## config.mk

```make
export PLATFORM = sky130hd
export DESIGN_NAME = lsu_rmw
export DESIGN_NICKNAME = d
export VERILOG_FILES = /design/src/rtl/lsu_pkg.sv /design/src/rtl/lsu_lane.sv /design/src/rtl/lsu_rmw.sv
export SDC_FILE = /design/constraint.sdc
export NUM_CORES = 1
export LEC_CHECK = 0
export ABC_AREA = 1
export CORE_AREA = 2 2 124 138
export DETAILED_ROUTE_END_ITERATION = 10
export DIE_AREA = 0 0 126 140
export GPL_TIMING_DRIVEN = 0
export MAX_ROUTING_LAYER = met4
export PLACE_DENSITY = 0.88
export SYNTH_ARGS = -nofsm -noshare
export SYNTH_HDL_FRONTEND = slang
export SYNTH_HIERARCHICAL = 1
export SYNTH_SLANG_ARGS = --single-unit
```

## constraint.sdc

```tcl
create_clock -name clk -period 2.8 [get_ports clk]
set_input_delay 0.84 -clock clk [delete_from_list [all_inputs] [get_ports clk]]
set_output_delay 0.84 -clock clk [all_outputs]
set_load 0.005 [all_outputs]
```

## src/rtl/lsu_pkg.sv

```systemverilog
// lsu_pkg: shared encodings for the load/store unit.
// Size codes, FSM states and the default data memory size.
package lsu_pkg;

  localparam int MEM_BYTES_DEF = 16384;

  localparam logic [1:0] SZ_BYTE = 2'd0;
  localparam logic [1:0] SZ_HALF = 2'd1;
  localparam logic [1:0] SZ_WORD = 2'd2;

  typedef enum logic [1:0] {
    ST_IDLE,
    ST_RD,
    ST_WR,
    ST_RESP
  } state_e;

endpackage

```

## src/rtl/lsu_lane.sv

```systemverilog
// lsu_lane: big-endian lane extract/extend and sub-word merge.
// Purely combinational; half accesses pick their lane from off[1].
module lsu_lane
  import lsu_pkg::*;
(
  input  logic [31:0] word,
  input  logic [31:0] wdata,
  input  logic [1:0]  off,
  input  logic [1:0]  size,
  input  logic        uns,
  output logic [31:0] result,
  output logic [31:0] merged
);

  logic [4:0]  bsh;
  logic [4:0]  hsh;
  logic [7:0]  b;
  logic [15:0] h;

  // offset 0 is the most significant lane
  assign bsh = {~off, 3'b000};
  assign hsh = {~off[1], 4'b0000};
  assign b   = word[bsh +: 8];
  assign h   = word[hsh +: 16];

  always_comb begin
    result = word;
    merged = wdata;
    unique case (1'b1)
      size == SZ_BYTE: begin
        result = {{24{~uns & b[7]}}, b};
        merged = word;
        merged[bsh +: 8] = wdata[7:0];
      end
      size == SZ_HALF: begin
        result = {{16{~uns & h[15]}}, h};
        merged = word;
        merged[hsh +: 16] = wdata[15:0];
      end
      default: ;
    endcase
  end

endmodule

```

## src/rtl/lsu_rmw.sv

```systemverilog
// lsu_rmw: load/store unit with read-modify-write for sub-word stores.
// Define LSU_ALIGN_CHECK_EN to flag misaligned half/word accesses.
module lsu_rmw
  import lsu_pkg::*;
#(
  parameter int MEM_BYTES = MEM_BYTES_DEF,
  parameter int ADDR_W    = 32
) (
  input  logic              clk,
  input  logic              rst,
  input  logic              req_valid,
  output logic              req_ready,
  input  logic              req_we,
  input  logic [1:0]        req_size,
  input  logic              req_unsigned,
  input  logic [ADDR_W-1:0] req_addr,
  input  logic [31:0]       req_wdata,
  output logic              resp_valid,
  output logic [31:0]       resp_rdata,
  output logic              resp_err,
  output logic              mem_rvalid,
  output logic [ADDR_W-1:0] mem_raddr,
  input  logic [31:0]       mem_rdata,
  output logic              mem_wvalid,
  output logic [ADDR_W-1:0] mem_waddr,
  output logic [31:0]       mem_wdata
);

  state_e state, nxt;

  logic [ADDR_W-1:0] addr_q;
  logic [1:0]        size_q;
  logic              uns_q;
  logic              we_q;
  logic              err_q;
  logic [31:0]       rdata_q;
  logic [31:0]       wbuf_q;

  logic [ADDR_W-1:0] req_wa;
  logic [ADDR_W:0]   last_byte;
  logic              range_err;
  logic              align_err;
  logic              req_err;
  logic              accept;
  logic [ADDR_W-1:0] wa;
  logic [31:0]       lane_result;
  logic [31:0]       lane_merged;

  assign req_wa    = {req_addr[ADDR_W-1:2], 2'b00};
  assign last_byte = {1'b0, req_wa} + (ADDR_W+1)'(3);
  assign range_err = last_byte >= (ADDR_W+1)'(MEM_BYTES);

`ifdef LSU_ALIGN_CHECK_EN
  assign align_err = (req_size == SZ_HALF && req_addr[0]) ||
                     (req_size == SZ_WORD && req_addr[1:0] != 2'b00);
`else
  assign align_err = 1'b0;
`endif

  assign req_err = (req_size == 2'd3) || range_err || align_err;
  assign accept  = req_valid && req_ready;
  assign wa      = {addr_q[ADDR_W-1:2], 2'b00};

  lsu_lane u_lane (
    .word   (mem_rdata),
    .wdata  (wbuf_q),
    .off    (addr_q[1:0]),
    .size   (size_q),
    .uns    (uns_q),
    .result (lane_result),
    .merged (lane_merged)
  );

  always_ff @(posedge clk or negedge rst) begin
    if (!rst) state <= ST_IDLE;
    else      state <= nxt;
  end

  always_comb begin
    nxt        = state;
    req_ready  = 1'b0;
    mem_rvalid = 1'b0;
    mem_wvalid = 1'b0;
    resp_valid = 1'b0;
    unique case (state)
      ST_IDLE: begin
        req_ready = 1'b1;
        if (req_valid) begin
          if (req_err)                          nxt = ST_RESP;
          else if (req_we && req_size == SZ_WORD) nxt = ST_WR;
          else                                  nxt = ST_RD;
        end
      end
      ST_RD: begin
        mem_rvalid = 1'b1;
        nxt = we_q ? ST_WR : ST_RESP;
      end
      ST_WR: begin
        mem_wvalid = 1'b1;
        nxt = ST_RESP;
      end
      ST_RESP: begin
        resp_valid = 1'b1;
        nxt = ST_IDLE;
      end
      default: nxt = ST_IDLE;
    endcase
  end

  // wbuf_q holds store data until RD replaces it with the merged word
  always_ff @(posedge clk or negedge rst) begin
    if (!rst) begin
      addr_q  <= '0;
      size_q  <= '0;
      uns_q   <= 1'b0;
      we_q    <= 1'b0;
      err_q   <= 1'b0;
      rdata_q <= '0;
      wbuf_q  <= '0;
    end else if (accept) begin
      addr_q  <= req_addr;
      size_q  <= req_size;
      uns_q   <= req_unsigned;
      we_q    <= req_we;
      err_q   <= req_err;
      rdata_q <= '0;
      wbuf_q  <= req_wdata;
    end else if (state == ST_RD) begin
      if (we_q) wbuf_q  <= lane_merged;
      else      rdata_q <= lane_result;
    end
  end

  assign mem_raddr  = mem_rvalid ? wa : '0;
  assign mem_waddr  = mem_wvalid ? wa : '0;
  assign mem_wdata  = mem_wvalid ? wbuf_q : '0;
  assign resp_rdata = resp_valid ? rdata_q : '0;
  assign resp_err   = resp_valid ? err_q : 1'b0;

endmodule

```

Word-level counts from Yosys, hierarchy flattened

Index checks and enable logic that the tools add are counted.

Bits in registers: 103
Input port bits: 103
Output and inout bits: 133

Add/sub/neg operators: 3
Magnitude comparators: 1
Equality and inequality tests: 8
Shift-type cells: 6
Muxes and demuxes: 24
Bitwise logic cells: 5
Reduce and logical (&&, ||, !) cells: 10

Operator list:

| kind                                                                | count |
|---|---|
| two-way mux 32 bit                                                  | 10 |
| one-hot mux 32 bit (2 select lines)                                 | 2 |
| bitwise mux 32 bit                                                  | 2 |
| adder 32 x 2 -> 33 bit, second input constant                       | 1 |
| greater-or-equal comparator 33 x 15 -> 1 bit, second input constant | 1 |
| variable shift 16 x 7 -> 32 bit, first input constant               | 1 |
| variable shift 8 x 7 -> 32 bit, first input constant                | 1 |
| variable part select 16 x 7 -> 32 bit                               | 1 |
| variable part select 32 x 6 -> 16 bit                               | 1 |
| variable part select 32 x 6 -> 8 bit                                | 1 |
| variable part select 8 x 7 -> 32 bit                                | 1 |
| negation 5 -> 7 bit                                                 | 2 |
| == test 2 bit, second input constant                                | 4 |
| one-hot mux 2 bit (4 select lines)                                  | 1 |
| two-way mux 1 bit                                                   | 6 |
| two-way mux 2 bit                                                   | 3 |
| == test 2 x 1 -> 1 bit, second input constant                       | 2 |
| logical NOT 2 bit                                                   | 2 |
| nonzero test 2 bit                                                  | 2 |
| AND reduction 3 bit                                                 | 1 |
| nonzero test 3 bit                                                  | 1 |
| bitwise AND 1 bit                                                   | 2 |
| logical AND 1 bit                                                   | 2 |
| != test 2 x 1 -> 1 bit, second input constant                       | 1 |
| 5 further kinds                                                     | 6 |

Logic depth before layout (Yosys ltp)

Word-level depth: 8
Mapped depth: 11
Mapped depth without buffers: 10

By module

Netlist, hierarchy kept.

By module, submodules not included:

| module   | instances | cells an instance | area each (µm²) |
|---|---|---|---|
| lsu_rmw  | 1         | 786               | 5474.0 |
| lsu_lane | 1         | 431               | 2135.8 |

Worst setup path before layout

No wires, ideal clock.

Path type: reg-to-output
Start point: register state[0]
End point: output mem_waddr[10]
Data arrival time: 1.206 ns
Slack: 0.754 ns
Stages on the path, launching flop included: 7
Buffers on the path: 2
Cell sequence: dfrtp_1 inv_1 ha_1 buf_2 clkbuf_1 nand2_1 inv_1

Longest elaborated chain between the ends: 3

Ends and longest elaborated chain:

| what                   | RTL line       | RTL |
|---|---|---|
| start, declared        | lsu_rmw.sv:29  | `state_e state, nxt;` |
| start signal, assigned | lsu_rmw.sv:76  | `else state <= nxt;` |
| == test 2 bit          | lsu_rmw.sv:85  | `unique case (state)` |
| two-way mux 1 bit      | lsu_rmw.sv:85  |  |
| via mem_wvalid         | lsu_rmw.sv:24  | `output logic mem_wvalid,` |
| two-way mux 32 bit     | lsu_rmw.sv:135 | `assign mem_waddr = mem_wvalid ? wa : '0;` |
| end, declared          | lsu_rmw.sv:25  | `output logic [ADDR_W-1:0] mem_waddr,` |

The timed path passes the listed nets, and every way through them passes these cells.

Final worst setup path

Start point: register state[0]
End point: output mem_waddr[30]

Longest elaborated chain between the ends: 3

Ends and longest elaborated chain:

| what               | RTL line |
|---|---|
| == test 2 bit      | lsu_rmw.sv:85 |
| two-way mux 1 bit  | lsu_rmw.sv:85 |
| two-way mux 32 bit | lsu_rmw.sv:135 |

Every way passes these cells.

==> results.txt <==
The total DRC errors in the routed layout was 0. Detailed placement ended at an HPWL of 22.9 mm. Walking the worst path, the cells encountered are inv_4 > ha_4 > buf_12 > buf_8 > nand2_1 > inv_1 > clkdlybuf4s50_1. In this run switching power makes up 48.3% of total power. The aggregate routed wire length came out at 30.8 mm. Once layout is complete, the utilization of the core stands at 68.4%. The switching power came out at 5.37 mW.

After the last flow step, the layout net total stands at 1598. Along the worst path, the maximum fanout reaches 7. The die covers 17600 um^2.

The mapped netlist covers 7610 um^2. Sequential fraction of design power: 24.5%. The share of total power dissipated in combinational logic is 64.6%.

The fraction of power consumed by the clock network is 11.0%. The type of element launching the critical path was a flop. For the number of design-rule violations left by the first detailed-router iteration, the log shows 771. Count of flip-flops with a built-in enable after synthesis: 0. The netlist uses 29 different library cells. 0 antenna diodes ended up in the layout. After synthesis, the mean cell area works out to 6.25 um^2.

Yosys attributes the largest share of cell area to dfrtp_1 (34%), nand2_1 (21%), inv_1 (9.9%), o21ai_0 (7.1%), nand3_1 (5.9%). The initial antenna violation count is 0, and the final clock period utilization by the worst path is 102%. The tools report the first-pass GRT wire length as 45.8 mm. The worst setup path is captured at an output port. The die is 126 um wide. The flow ran to the end, but the final reports show violations. The kind of cell with the highest combined delay along the critical path is buffers and inverters. The final routed wire length divided by cell count works out to 18.2 um. The clock net in this run drives a total of 103 sinks. The clock slew seen by the registers of the worst setup and hold paths works out to 70 ps. Slowest cell on the critical path: clkdlybuf4s50_1. The clock period minus worst slack came out at 2840 ps. Clock tree synthesis selected as its root buffer the cell clkbuf_16.

The standard cell core area was 16200 um^2. The biggest area contributor in the post-synthesis netlist is dfrtp_1. The leakage power was 7.08 nW. The longest clock path from root to sink contains 2 buffers. Internal power comes to 5.75 mW. Critical path class: flop to output port.

Once detail routing completed, the nets flagged for antenna violations numbered 0. The count of port buffers added during placement was 231; the count of final setup violators was 1. The area share of the largest cell type after synthesis works out to 33.9%. The final-report max-slew violation count was 0. The most frequently used flop master after synthesis was dfrtp_1.

Setup repair after global routing could not meet its margin everywhere. The setup slack of the critical path after layout came out at -42.7 ps. Clock latency on the worst-skew pair, taken at its later pin, is 360 ps. The initialized floorplan defines 49 standard-cell rows.

In this run, synthesis produced a sequential element count of 103. Adding up every negative setup slack in the final design gives -42.7 ps. The critical path contains buffers and inverters numbering 5 combined. The clock tree synthesis step divided the H-tree into 3 levels. The effective utilization at floorplan came out at 47.0%. Average vias per placed instance: 5.35. The routed layout has 9076 vias. The run gives 1960 ps as the data required time at the worst endpoint. The first detailed-routing pass took 5 iterations. Headroom to the max-slew limit came out at 57.0%.

For this run, the top clock speed supported by timing is 0.352 GHz. Across the VDD grid, the largest voltage drop is 0.468 mV. After technology mapping, the gate count stands at 1217. Measured along the y axis, the die boundary spans 140 um.

For the number of top-level pins, the log shows 236. For the pin with the worst max-slew slack, the measured transition is 644 ps. Max-cap violations in this run came to 0.

The via count of the first global-routing pass was 8716. The clock arrives with 10.9 ps of skew. The hold violation count in the final report is 0.

The delay of the slowest cell on the worst path was 510 ps; the power density over cell area was 1000 nW/um^2. The fraction of registers with async set or reset after synthesis is 100%, and the pin count of the biggest net entering global routing is 58. The checks that failed: negative setup slack. The post-route netlist has 10.5% of its cells at a drive strength greater than 1. The worst hold path class was primary input to asynchronous set/reset pin. The total CTS buffers was 9. TritonCTS built the clock tree. The data arrival time of the critical path was 2000 ps. The Yosys step of the flow raised 6 warnings. The synthesis-to-finish area growth was 45.5%.

Leftover overflow at the end of global routing: 0. The overall global routing resource usage came out at 33.9%. The share of the Yosys chip area taken by registers is 33.9%. The routability congestion estimate came out at 1.03.
-- metrics by stage --
stage	worst slack [ps]	hold slack (ps)	total power [mW]	cell area, um^2	std cells
2_1_floorplan	754	449	6.39	7620	1220
3_3_place_gp	-2830	466	8.84	10200	1655
3_5_place_dp	-120	467	9.00	10200	1656
4_1_cts	-74.8	487	10.5	10700	1677
5_1_grt	-72.6	523	11.9	11100	1695
6_report	-42.7	488	11.1	11100	1695
-- worst paths after layout --
| kind | slack, ps | end | from | depth (start not counted) |
|---|---|---|---|---|
| worst min register to register | 490 | uns_q | uns_q | 2 |
| worst max-delay path | -40 | mem_waddr[30] | state[0] | 7 |
| worst min-delay path | 490 | rdata_q[2] | rst | 1 |
| min in group clk | 490 | uns_q | uns_q | 2 |
| worst max register to register | 460 | wbuf_q[13] | addr_q[1] | 10 |
| max in group asynchronous | 1590 | state[0] | rst | 2 |
-- cells in the final DEF (no fill, tap or decap), types with 9 or more instances in the layout --
| cell type | instances |
|---|---|
| a21oi_1 | 17 |
| a22oi_1 | 15 |
| buf_2 | 36 |
| buf_4 | 27 |
| buf_6 | 12 |
| clkbuf_1 | 12 |
| clkbuf_16 | 15 |
| clkdlybuf4s50_1 | 167 |
| dfrtp_1 | 101 |
| dlygate4sd2_1 | 10 |
| dlymetal6s2s_1 | 53 |
| inv_1 | 198 |
| inv_2 | 9 |
| nand2_1 | 430 |
| nand3_1 | 89 |
| nand3_2 | 20 |
| nor2_1 | 74 |
| o21ai_0 | 108 |
| o21ai_1 | 46 |
-- worst register-to-register path: stages (launching register included) --
cell and delay [ps]:
dfrtp_1 570, inv_2 220, ha_1 430, inv_1 120, nor2_2 280, nand3_1 200
nand2_1 110, nand2_1 50, nand2_1 60, o21ai_0 80, o21ai_1 150
-- Yosys cell counts (2+ instances only) --
cell type  instances
clkbuf_1          24
buf_2             38
a22oi_1           15
dfrtp_1          103
nand3_2           20
nor2_2             2
buf_6              8
o21ai_1           46
nand3_1           89
o211ai_1           2
nand2_4            3
nand4_4            2
ha_1               9
o21ai_0          108
nand2_1          430
inv_2              8
a21oi_1           17
inv_1            200
nand2_2            5
nor2_1            74
buf_4              6
-- what timing repair did --
action	4_1_cts	5_1_grt
setup endpoints to repair	123	113
gates resized for setup	56	79
cloned	2	5
pin swaps	0	1
buffers inserted	4	15
hold buffers	0	0
-- kinds of logic (layout without fill, tap and decap cells) --
logic type,count (synthesis),count (layout),synth area share (%)
compound gates,190,190,13.2
other cells,1,4,0.0493
flops,103,103,33.9
fa+ha+maj,9,9,1.48
buf+inv,285,556,15.8
simple gates,629,629,35.6
-- cell type report --
cell class                      count  area [um^2]
Inverter                          209          790
Buffer                             73          568
Multi-Input combinational cell    832         3880
Clock inverter                      5         40.0
Sequential cell                   103         2580
Clock buffer                       11          233
Tap cell                          204          255
Timing Repair Buffer              258         2730
Fill cell                        1369         5110
-- flip-flops by register name, summed over array words and instances, names as in the netlist --
register  flops
addr_q       32
err_q         1
state         2
size_q        2
rdata_q      32
we_q          1
wbuf_q       32
uns_q         1
-- metal layers --
layer / routed length, um / track usage [%] / vias to the layer above
met2: 15400 / 57.1 / 517
met4: 1300 / 15.0 / 0
met3: 2520 / 4.74 / 89
met5: 0 / - / -
met1: 11500 / 40.6 / 4208
li1: - / - / 4262
-- power groups by stage --
stage / sequential, mW / clock (mW) / combinational, mW
floorplan: 2.48 / 0 / 3.91
finish: 2.72 / 1.22 / 7.18
global placement: 2.67 / 0 / 6.17
global route: 2.77 / 1.28 / 7.82
detailed placement: 2.68 / 0 / 6.32
CTS: 2.67 / 1.21 / 6.65
Power figures use the tool's default switching activity.
==> RTL change 1 (config.mk and constraints unchanged) <==
The 4 states of `state_e` get a Gray code encoding in 2 bits.
--- a/src/rtl/lsu_pkg.sv
+++ b/src/rtl/lsu_pkg.sv
@@ -9,10 +9,10 @@
   localparam logic [1:0] SZ_WORD = 2'd2;
 
   typedef enum logic [1:0] {
-    ST_IDLE,
-    ST_RD,
-    ST_WR,
-    ST_RESP
+    ST_IDLE = 2'b00,
+    ST_RD   = 2'b01,
+    ST_WR   = 2'b11,
+    ST_RESP = 2'b10
   } state_e;
 
 endpackage
Check against the original RTL: same outputs for any inputs over 10 cycles, from zero or initial values and one cycle with rst low; not proved beyond that.
==> RTL change 1 against the unedited design <==
Die area is the same; sequential share of layout area grew 2.3 points; global-route usage shrank 2.4 points; cell area shrank 8.8%; area after synthesis shrank 6.9%; wire length shrank 10%; cell count shrank 9.2%; core utilization shrank 6.1 points; hold slack lost 70 ps; total power shrank 17%; setup slack gained 78 ps; register-to-register slack lost 90 ps; sequential cell count is the same; critical endpoint is now resp_rdata[24]; largest power group unchanged.
==> RTL change 1: results (changes against the unedited design) <==
| Metric | Value |
|---|---|
| Hold Slack | 419 ps (-69.7 ps) |
| Comb pwr share | 57.6% (-7.0 points) |
| Vias in the first global route | 8078 (-7.3%) |
| Layout fillers | 1473 (+7.6%) |
| Reg power frac | 27.9% (+3.4 points) |
| Clk_skew | 10.9 ps (+0.0101 ps) |
| Met1 usage | 40.7% (+0.090 points) |
| Grt met3 use | 4.93% (+0.19 points) |
| Non-clk buf share | 27.2% (-2.5 points) |
| Met2 track demand over resource | 50.0% (-7.1 points) |
| Syn_area_per_cell | 6.54 µm² (+4.6%) |
| Area of the multi-input gates | 3640 µm² (-6.1%) |
| Post-synthesis sequential area ratio | 36.4% (+2.5 points) |
| Inverters | 147 (-30%) |
| DR vias/cell | 5.42 (+1.2%) |
| Length of routed met2 wiring | 13000 µm (-16%) |
| #MultiIn Comb | 767 (-7.8%) |
| Sequential portion of the cell area | 25.6% (+2.3 points) |
| R2R Path End | wbuf_q[8] |
| FF-to-FF setup slack | 370 ps (-90 ps) |
| Routability cong. | 0.993 (-3.7%) |
| Most used DFF post-synth | dfrtp_1 |
| List of most frequent post-synthesis cells | nand2_1, nor2_1, o21ai_0 |
| Non-clk bufs | 302 (-8.8%) |
| Crit-path max FO | 10 (+3) |
| Ranking of synthesized cells by area | dfrtp_1, nand2_1, nor2_1 |
| Status | finished, final reports clean |
| WP data arrival | 1920 ps (-80 ps) |
| Worst Setup EP | resp_rdata[24] |
| Hpwl dp | 21900 µm (-4.3%) |
| GRT Resource Usage Total | 31.5% (-2.4 points) |
| Lkg Pwr | 4.82 nW (-32%) |
| Final min period | 2760 ps (-78.4 ps) |
| Post-Place Cells | 1522 (-8.1%) |
| ClkCell Share | 3.11% (+0.65 points) |
| Worst vdd ir | 0.000476 V (+1.7%) |
| Slew margin rel. | 60.9% (+3.8 points) |
| Finished Layout Cells | 1539 (-9.2%) |
| Pin count of the biggest net entering global routing | 75 (+29%) |
| M1 WL | 11500 µm (-0.28%) |
| Area of placed instances | 9690 µm² (-5.1%) |
| Clock buf count | 9 (-2) |
| CTS root buf | clkbuf_16 |
| 1st-iter DRT viols | 738 (-4.3%) |
| Layout cell share with drive strength beyond 1 | 9.59% (-0.87 points) |
| Fin nets | 1438 (-10%) |
| Total length of routed met3 wires | 2170 µm (-14%) |
| P&R area growth vs syn | 42.4% |
| Worst Setup SP | state[1] |
| Drt first pass iters | 7 (+2) |
| First-pass GRT wire length | 42400 µm (-7.3%) |
| Count of cell types in the netlist | 35 (+21%) |
| Internal Power | 4.72 mW (-18%) |
-- RTL change 1: cell types whose count changed in the layout (fill, tap and decap cells not counted), moves of 34 or more --
| cell | change |
|---|---|
| nand2_1 | -181 |
| inv_1 | -62 |
| clkdlybuf4s50_1 | +59 |
| nor2_1 | +117 |
| nand3_1 | -34 |
| dlymetal6s2s_1 | -49 |
| o21ai_1 | -37 |
-- RTL change 1: worst max-delay path, cell delays in order, from the launching register on --
cell and delay (ps):
dfrtp_2 440, inv_1 90, nor2_4 120, inv_2 90, clkbuf_4 200, nor2_1 110
clkdlybuf4s50_1 520
-- RTL change 1: timing repair --
action,CTS,global route
buffers inserted,1,1
endpoints found under the setup margin,115,94
resized for setup,22,26
-- RTL change 1: logic make-up after synthesis --
kind of cell | Yosys count | synth area share, %
other cells | 1 | 0.0529
simple gates | 540 | 32.8
flops | 103 | 36.4
fa+ha+maj | 5 | 0.883
buf+inv | 216 | 12.9
compound gates | 218 | 17.0
==> RTL change 2 (same flow settings) <==
Without the edit above. Build with the macro `LSU_ALIGN_CHECK_EN` defined.
--- a/src/rtl/lsu_rmw.sv
+++ b/src/rtl/lsu_rmw.sv
@@ -1,5 +1,7 @@
 // lsu_rmw: load/store unit with read-modify-write for sub-word stores.
 // Define LSU_ALIGN_CHECK_EN to flag misaligned half/word accesses.
+`define LSU_ALIGN_CHECK_EN
+
 module lsu_rmw
   import lsu_pkg::*;
 #(
Formal check against the unedited RTL: not equivalent (a bounded check fails within 4 cycles, from zero or initial values and one cycle with rst low).
==> RTL change 2 against the unedited design <==
Setup slack improved by 82 ps; highest routed layer unchanged; sequential cell count unchanged; area after synthesis increased by 0.30%; cell area increased by 0.19%; non-clock buffer count unchanged; wire length about the same; largest power group unchanged; register-to-register slack got worse by 170 ps; total power increased by 2.3%; hold slack got worse by 32 ps.
==> RTL change 2: results (changes against the unedited design) <==
| Metric | Value |
|---|---|
| Worst-Skew Late Latency | 370 ps |
| Initial antenna violation count | 0 (unchanged) |
| Top Layer Used | met4 |
| Routability cong. | 1.02 (-1.2%) |
| Fin nets | 1606 (+0.50%) |
| Synth Cell Area | 7630 µm² (+0.30%) |
| Reg-to-Reg Start | addr_q[1] |
| Ranking of synthesized cells by area | dfrtp_1, nand2_1, inv_1 |
| Port Buffers | 231 (unchanged) |
| N_diodes | 0 (unchanged) |
| Drt first pass iters | 6 (+1) |
| Hold Path Class | input port to asynchronous set/reset pin |
| FF-to-FF setup slack | 290 ps (-170 ps) |
| Layout cell share with drive strength beyond 1 | 10.3% (-0.18 points) |
| Crit-path max FO | 10 (+3) |
| Internal Power | 5.91 mW (+2.8%) |
| Post-Place Cells | 1664 (+0.48%) |
| Syn_area_per_cell | 6.23 µm² (-0.36%) |
| M1 WL | 11900 µm (+2.8%) |
| Final WL | 30800 µm (about the same) |
| Worst stage delay on the critical path | 500 ps |
| Pin count of the biggest net entering global routing | 62 (+6.9%) |
| DR vias | 9238 (+1.8%) |
| Clk_skew | 18.6 ps (+7.77 ps) |
| WP data arrival | 1920 ps (-80 ps) |
| Vias in the first global route | 8893 (+2.0%) |
| Length of routed met2 wiring | 14600 µm (-5.2%) |
| Total length of routed met3 wires | 2770 µm (+9.6%) |
| Worst-path clk slew | 80 ps |
| Hpwl dp | 22500 µm (-1.7%) |
| First-pass GRT wire length | 46500 µm (+1.7%) |
| Cts bufs inserted | 9 (unchanged) |
| Post-synthesis sequential area ratio | 33.8% (-0.10 points) |
| CTS root buf | clkbuf_16 |
| 1st-iter DRT viols | 892 (+16%) |
| Count of cell types in the netlist | 29 (unchanged) |
| Slew margin rel. | 58.7% (+1.7 points) |
| Antenna-violating nets left | 0 (unchanged) |
| Async SR Flop Fraction | 100% (unchanged) |
| CP max stage cell | clkdlybuf4s50_1 |
| Max Root-Sink Buffers | 2 (unchanged) |
| Most used DFF post-synth | dfrtp_1 |
| DR vias/cell | 5.43 (+1.4%) |
| Layout fillers | 1415 (+3.4%) |
| R2R Path End | wbuf_q[12] |
| H-tree depth | 3 (unchanged) |
| Status | finished, final reports clean |
| Worst reg2reg path depth | 11 (+1) |
| Worst vdd ir | 0.000619 V (+32%) |
| Largest registers | addr_q (32), rdata_q (32), wbuf_q (32) |
| GRT Resource Usage Total | 34.5% (+0.56 points) |
| Lkg Pwr | 7.03 nW (-0.67%) |
| List of most frequent post-synthesis cells | nand2_1, inv_1, dfrtp_1 |
| YS warnings | 6 (unchanged) |
==> RTL change 2: cell count changes after synthesis, moves of 4 or more <==
cell / unedited run / this run
o21ai_1: 46 / 89
buf_4: 6 / 19
buf_2: 38 / 31
nand2_1: 430 / 441
nor2_1: 74 / 78
clkbuf_1: 24 / 19
o21ai_0: 108 / 63
==> RTL change 2: how the worst max path moves through the flow <==
stage | from | to | slack, ps | depth (start not counted)
finish | state[1] | mem_raddr[26] | 40 | 7
global route | state[1] | mem_raddr[29] | -20 | 7
CTS | state[0] | resp_rdata[5] | -60 | 5
detailed placement | state[0] | mem_wdata[24] | -160 | 7
global placement | rst | wbuf_q[8] | -2870 | 1
floorplan | state[0] | mem_waddr[10] | 750 | 6
==> RTL change 2: layer usage <==
| layer | track usage, % | vias to the layer above |
|---|---|---|
| li1 | - | 4283 |
| met1 | 42.8 | 4284 |
| met2 | 55.8 | 561 |
| met3 | 5.12 | 110 |
| met4 | 15.9 | 0 |
| met5 | - | - |
==> RTL change 2: kinds of logic (layout without fill, tap and decap cells) <==
kind of cell    Yosys count  in the layout  synth area share, %
fa+ha+maj                 9              9                 1.48
compound gates          189            189                 13.1
other cells               1              4               0.0491
simple gates            641            641                 35.4
flops                   103            103                 33.8
buf+inv                 282            552                 16.2
==> RTL change 2: timing repair <==
action,4_1_cts,5_1_grt
resized for setup,67,78
setup endpoints to repair,123,105
cloned,2,4
pin swaps,1,2
buffers inserted,5,13
==> RTL change 2: area by class of cell <==
cell class              count  share of cell area [%]
inverters                 206                    6.97
repair buffers            256                    24.1
flip-flops and latches    103                    23.3
clock inverters             4                   0.271
clock buffers              11                    2.19
multi-input cells         843                    34.9
well taps                 204                    2.30
plain buffers              75                    6.01
==> RTL change 2: stage by stage <==
stage	util (%)	cell area, µm²	hold WS (ps)	setup slack [ps]
after floorplan	-	7640	449	749
after global routing	68.5	11100	498	-22.6
after CTS	66.4	10700	474	-57.3
after global placement	63.1	10200	466	-2870
after detailed placement	63.2	10200	467	-160
final	68.5	11100	457	39.0
==> RTL change 2: worst max-delay path, delay by kind of cell, from the launching register on <==
kind | cells | cell delay, ps
buffers and inverters | 5 | 920
flip-flops | 1 | 430
adder cells (fa/ha/maj) | 1 | 140
AND/OR/NAND/NOR | 1 | 50
==> RTL change 2: power groups by stage <==
stage	sequential (mW)	combinational [mW]	clock, mW
6_report	2.71	7.45	1.22
5_1_grt	2.77	8.13	1.30
4_1_cts	2.67	6.93	1.22
3_5_place_dp	2.69	6.54	0
3_3_place_gp	2.67	6.38	0
2_1_floorplan	2.48	4.13	0
